## src/rtl/krz_wb_master.sv

```systemverilog
// krz_wb_master: Wishbone classic initiator for the KRZ register-file slaves.
// Turns one valid/ready request into one Wishbone bus cycle and hands the
// result back on a valid/ready response channel. One transaction at a time.
// Optional bus timeout is enabled by defining KRZ_WBM_TIMEOUT_EN; without it
// the master waits for ack_i indefinitely and rsp_err is tied low.
module krz_wb_master #(
  parameter int AW      = 6,
  parameter int TIMEOUT = 255
) (
  input  logic          clk,
  input  logic          rst,
  input  logic          req_valid,
  output logic          req_ready,
  input  logic          req_we,
  input  logic [AW-1:0] req_addr,
  input  logic [31:0]   req_wdata,
  output logic          rsp_valid,
  input  logic          rsp_ready,
  output logic [31:0]   rsp_rdata,
  output logic          rsp_err,
  output logic [AW-1:0] adr_o,
  output logic [31:0]   dat_o,
  input  logic [31:0]   dat_i,
  output logic          we_o,
  output logic          stb_o,
  output logic          cyc_o,
  input  logic          ack_i
);

  typedef enum logic [1:0] {
    IDLE = 2'd0,
    BUS  = 2'd1,
    RESP = 2'd2
  } state_t;

  state_t state;

  // Reject a timeout value the 16-bit counter cannot represent
  generate
    if (TIMEOUT < 1 || TIMEOUT > 65535) begin : g_bad_timeout
      $error("krz_wb_master: TIMEOUT must be in 1..65535");
    end
  endgenerate

`ifdef KRZ_WBM_TIMEOUT_EN
  localparam logic [15:0] TO_LAST = 16'(TIMEOUT - 1);
  logic [15:0] to_cnt;
`else
  // Without the timeout no transaction can end in error
  assign rsp_err = 1'b0;
`endif

  // Only the request handshake is combinational; everything else is registered
  assign req_ready = (state == IDLE);

  // Transaction sequencer: request capture, bus cycle, response hold
  always_ff @(posedge clk or posedge rst) begin
    if (rst) begin
      state     <= IDLE;
      stb_o     <= 1'b0;
      cyc_o     <= 1'b0;
      we_o      <= 1'b0;
      adr_o     <= '0;
      dat_o     <= '0;
      rsp_valid <= 1'b0;
      rsp_rdata <= '0;
`ifdef KRZ_WBM_TIMEOUT_EN
      rsp_err   <= 1'b0;
      to_cnt    <= '0;
`endif
    end else begin
      case (state)
        IDLE: begin
          if (req_valid) begin
            we_o   <= req_we;
            adr_o  <= req_addr;
            dat_o  <= req_wdata;
            stb_o  <= 1'b1;
            cyc_o  <= 1'b1;
`ifdef KRZ_WBM_TIMEOUT_EN
            to_cnt <= '0;
`endif
            state  <= BUS;
          end
        end

        BUS: begin
          if (ack_i) begin
            stb_o     <= 1'b0;
            cyc_o     <= 1'b0;
            rsp_rdata <= we_o ? 32'd0 : dat_i;
            rsp_valid <= 1'b1;
`ifdef KRZ_WBM_TIMEOUT_EN
            rsp_err   <= 1'b0;
`endif
            state     <= RESP;
          end
`ifdef KRZ_WBM_TIMEOUT_EN
          else if (to_cnt == TO_LAST) begin
            stb_o     <= 1'b0;
            cyc_o     <= 1'b0;
            rsp_rdata <= 32'd0;
            rsp_err   <= 1'b1;
            rsp_valid <= 1'b1;
            state     <= RESP;
          end else begin
            to_cnt <= to_cnt + 16'd1;
          end
`endif
        end

        RESP: begin
          if (rsp_ready) begin
            rsp_valid <= 1'b0;
            state     <= IDLE;
          end
        end

        default: begin
          state <= IDLE;
        end
      endcase
    end
  end

endmodule
```

## config.mk

```make
export PLATFORM = sky130hd
export DESIGN_NAME = krz_wb_master
export DESIGN_NICKNAME = d
export VERILOG_FILES = /design/src/rtl/krz_wb_master.sv
export SDC_FILE = /design/constraint.sdc
export NUM_CORES = 1
export LEC_CHECK = 0
export BUFFER_PORTS_ARGS = -buffer_cell sky130_fd_sc_hd__buf_4
export CORE_ASPECT_RATIO = 2
export CORE_MARGIN = 4
export CORE_UTILIZATION = 45
export DETAILED_ROUTE_END_ITERATION = 10
export MAX_ROUTING_LAYER = met4
export PLACE_DENSITY_LB_ADDON = 0.3
export SYNTH_ARGS = -nofsm -noshare
export SYNTH_HDL_FRONTEND = slang
export SYNTH_SLANG_ARGS = --single-unit
```

## constraint.sdc

```tcl
create_clock -name clk -period 3 [get_ports clk]
set_input_delay 0.3 -clock clk [delete_from_list [all_inputs] [get_ports clk]]
set_output_delay 0.3 -clock clk [all_outputs]
set_load 0.01 [all_outputs]
```

## Word level (Yosys, flattened, before mapping)

Cells that the tools add are included.

| cells by class | value |
|---|---|
| add/sub/neg operators | 0 |
| $mul | 0 |
| divide/modulo/power cells | 0 |
| $lt $le $gt $ge | 0 |
| equality and inequality tests | 5 |
| shift operators | 0 |
| multiplexer cells | 11 |
| bitwise operators | 0 |
| reductions and logical operators | 8 |

Operators by type and width:

| operator | count |
|---|---|
| 32-bit 2-to-1 mux | 1 |
| 3-bit AND reduction | 3 |
| 2-bit 2-to-1 mux | 3 |
| 2-bit inequality test, second input constant | 3 |
| 2-bit case mux with 3 select lines | 1 |
| 1-bit 2-to-1 mux | 4 |
| 1-bit case mux with 2 select lines | 2 |
| 2-bit AND reduction | 2 |
| 2-bit nonzero test | 2 |
| 2-bit by 1-bit equality test with 1-bit output, second input constant | 1 |
| 2-bit equality test, second input constant | 1 |
| 2-bit zero test | 1 |

| storage, ports and cells | value |
|---|---|
| register bits after elaboration | 75 |
| latch bits | 0 |
| RAM bits | 0 |
| memory bits (read-only) | 0 |
| output and inout bits | 76 |
| word-level logic and storage cells | 31 |
| memories | 0 |

## Logic depth before layout (Yosys ltp)

| depth | value |
|---|---|
| depth in word-level cells | 3 |
| gate-level depth with buffers | 5 |
| gate-level depth less buffers | 3 |

## Worst setup path before layout

Ideal clock, no wire load.

| path | value |
|---|---|
| kind | register to register |
| start | register state[0] |
| end | register dat_o[10] |
| setup time | 0.125 ns |
| arrival time | 1.357 ns |
| required time | 2.875 ns |
| setup slack | 1.518 ns |
| cell stages (with the launch flop) | 6 |
| period minus slack after synthesis | 1.482 ns |
| path through | dfrtp_1 > nor2_2 > and2_4 > buf_6 > buf_6 > mux2_4 |

| on the way | value |
|---|---|
| longest elaborated chain between the ends | 2 |

Ends and longest elaborated chain:

| item | line | text |
|---|---|---|
| start, declared | 36 | `state_t state;` |
| start signal, assigned | 59 | `state <= IDLE;` |
| start signal, assigned | 83 | `state <= BUS;` |
| start signal, assigned | 96 | `state <= RESP;` |
| 2-bit zero test | n/a |  |
| via req_ready | 13 | `output logic req_ready,` |
| 2-bit AND reduction (no source line) | n/a |  |
| end signal, assigned | 77 | `dat_o <= req_wdata;` |
| end, declared | 22 | `output logic [31:0] dat_o,` |

The timed path passes the listed nets, and every way through them passes these cells.
A chain may end at the register's enable or synchronous reset.

## Worst setup path in the final report

| path | value |
|---|---|
| start | register state[1] |
| end | register rsp_rdata[4] |

| on the way | value |
|---|---|
| longest elaborated chain between the ends | 2 |

Ends and longest elaborated chain:

| item | line | text |
|---|---|---|
| 2-bit by 1-bit equality test with 1-bit output | 72 | `case (state)` |
| 2-bit AND reduction (no source line) | n/a |  |
| end signal, assigned | 91 | `rsp_rdata <= we_o ? 32'd0 : dat_i;` |
| end, declared | 19 | `output logic [31:0] rsp_rdata,` |

No other way between the ends.

==> impl_metrics.ini <==
[setup_path]
crit_path_end_kind = flip-flop
critPathMaxFanout = 35
crit_path_start_kind = flip-flop
critPathKind = reg2reg
cp.arrival_ns = 2.22
required_ns = 3.19
reg2reg_depth = 4

[placement]
io_buffers = 150
dpl.hpwl_um = 5428
gp_congestion = 0.7102

[routing]
drt_first_pass_iters = 4
routed_wl_um = 7247
via_per_inst = 4.762
postRouteAntennaNets = 0
drt_iter0_markers = 80
drc = 0
avgRoutedWirePerCell_um = 15.00
via_count = 2300

[synthesis]
synth-seq-area-share_pct = 62.24
ys_types = 20
ys.flop_type = dfrtp_1
synth_edf_count = 0
async_reset_ff_share_pct = 100.0
syn-num-nets = 319
ys_warn_count = 0
synth_area_mm2 = 0.003015
syn_inst = 243
postSynthAreaPerCell_um2 = 12.41
ys_ff_latch = 75

[cells_and_area]
drive_gt1_share_pct = 52.15
fillCellCount = 521
layout_commonest_cell = buf_4
area_delta_synth_final_pct = 47.01
diodes = 0
num-nets-final = 466
mostFrequentLayoutCells = 152 x buf_4, 75 x dfrtp_1, 34 x o21ai_0, 33 x nand2_1, 32 x nand2b_1

[sta]
min_period_over_period_pct = 67.77
slew_headroom_pct = 34.26
grt_setup_unrepaired = false
fin_crit_ns = 2.033
timing.final.hold_violations = 0
finalSetupViolCount = 0
fmax_mhz = 491.8
worstMarginPinSlew_ns = 0.9849
drv_slew = 0
finClkSkew_ns = 0.002813
totalNegativeSetupSlack_ns = 0

[global_route]
grt_usage_pct = 19.34
gr-total-overflow = 0
grt_max_degree = 60
first_global_vias = 2347
grt_first_pass_wirelength_um = 11280
antenna_found_initial = 0

[pwr]
peakVddDrop_uv = 590.4
p_per_area_mw_per_mm2 = 1030
p_leak_nw = 2.190
total_power_mw = 4.568

[cts]
hold_buffers = 0
cts.path.max_buffers = 2
clock_latency_ns = 0.33
path_clk_slew_ns = 0.05
clock_sinks = 75
post-cts-setup-buffers = 0
cts_resized = 0
cts_buffers = 9
cts_root_buffer = clkbuf_16
tritoncts = done
ctsHtreeMaxLevel = 3

[floorplanning]
core_area_mm2 = 0.006569
die_x_um = 65.88
fp-row-count = 42
die_area_mm2 = 0.008154
ios = 152
initial_utilization_pct = 45.90
die_h_um = 123.8

[min_path]
hold_class = in2reg
hold_depth = 2

[run]
maxCapViolations = 0

[outcome]
status = finished, final reports clean
[layer usage]
| layer | vias up | track usage (%) | part of all wire, % | wire length [um] |
|---|---|---|---|---|
| li1 | 1092 | - | - | - |
| met1 | 1093 | 20.41 | 35 | 2549 |
| met2 | 97 | 32.31 | 54 | 3934 |
| met3 | 18 | 4.874 | 7.1 | 513 |
| met4 | 0 | 11.04 | 3.4 | 250 |
| met5 | - | - | 0 | 0 |
[state kept, by name, summed over array words and instances (netlist names)]
name / count
dat_o: 32
rsp_rdata: 32
adr_o: 6
state: 2
cyc_o: 1
rsp_valid: 1
we_o: 1
[power breakdown]
group	switching [mW]	internal, mW	leakage [nW]
Combinational	0.765	1.06	1.14
Sequential	0.319	1.50	0.922
Clock	0.376	0.556	0.127
Total	1.46	3.11	2.19
[worst max-delay path, stage by stage, from the launching register on]
cell and delay (ns):
dfrtp_1 0.43, nand3b_1 0.75, buf_4 0.51, nand2_1 0.10, o21ai_0 0.10
[cells in the mapped netlist, types with 2 or more instances]
library cell  number  area share, %
buf_2              6            1.0
mux2_4            10            5.0
dfrtp_1           75             62
a21oi_1            3           0.50
buf_4              2           0.50
inv_1              3           0.37
buf_6              2           0.75
nand2_1           33            4.1
nand2b_1          32            6.6
o21ai_0           34            5.6
nor2_1             2           0.25
clkbuf_1           5           0.62
mux2_2            29             11
[cell type report]
cell class | instances | area, um^2 | share of cell area, %
clock buffer | 13 | 240.2 | 5.419
clock inverter | 3 | 15.01 | 0.3387
inverter | 3 | 12.51 | 0.2822
multi-input combinational | 149 | 1037 | 23.40
sequential | 75 | 1877 | 42.34
tap | 88 | 110.1 | 2.484
timing repair buffer | 152 | 1141 | 25.74
[worst paths after layout]
path,startpoint,endpoint,slack [ns]
worst max-delay path,state[1],rsp_rdata[4],0.97
worst min-delay path,rsp_ready,state[1],0.17
worst max register to register,state[1],rsp_rdata[4],0.97
max in group asynchronous,rst,adr_o[1],2.05
min in group asynchronous,rst,dat_o[14],0.19
worst min register to register,rsp_rdata[2],rsp_rdata[2],0.48
[kinds of logic after synthesis]
logic type	synth area share, %
other cells	0.1244
simple gates	11.74
compound gates	6.390
mux	16.14
buf+inv	3.361
flops	62.24
[stage by stage]
step	instances	utilization, %	worst slack (ns)	cell area (um^2)	hold slack (ns)
global route	483	67.49	0.7494	4433	0.1717
finish	483	67.49	0.9668	4433	0.1715
floorplan	243	-	0.7900	3015	0.3863
global placement	467	63.60	1.071	4178	0.4629
detailed placement	467	63.60	0.9520	4178	0.4717
CTS	483	67.49	0.9475	4433	0.1662
Power figures use the tool's default switching activity.
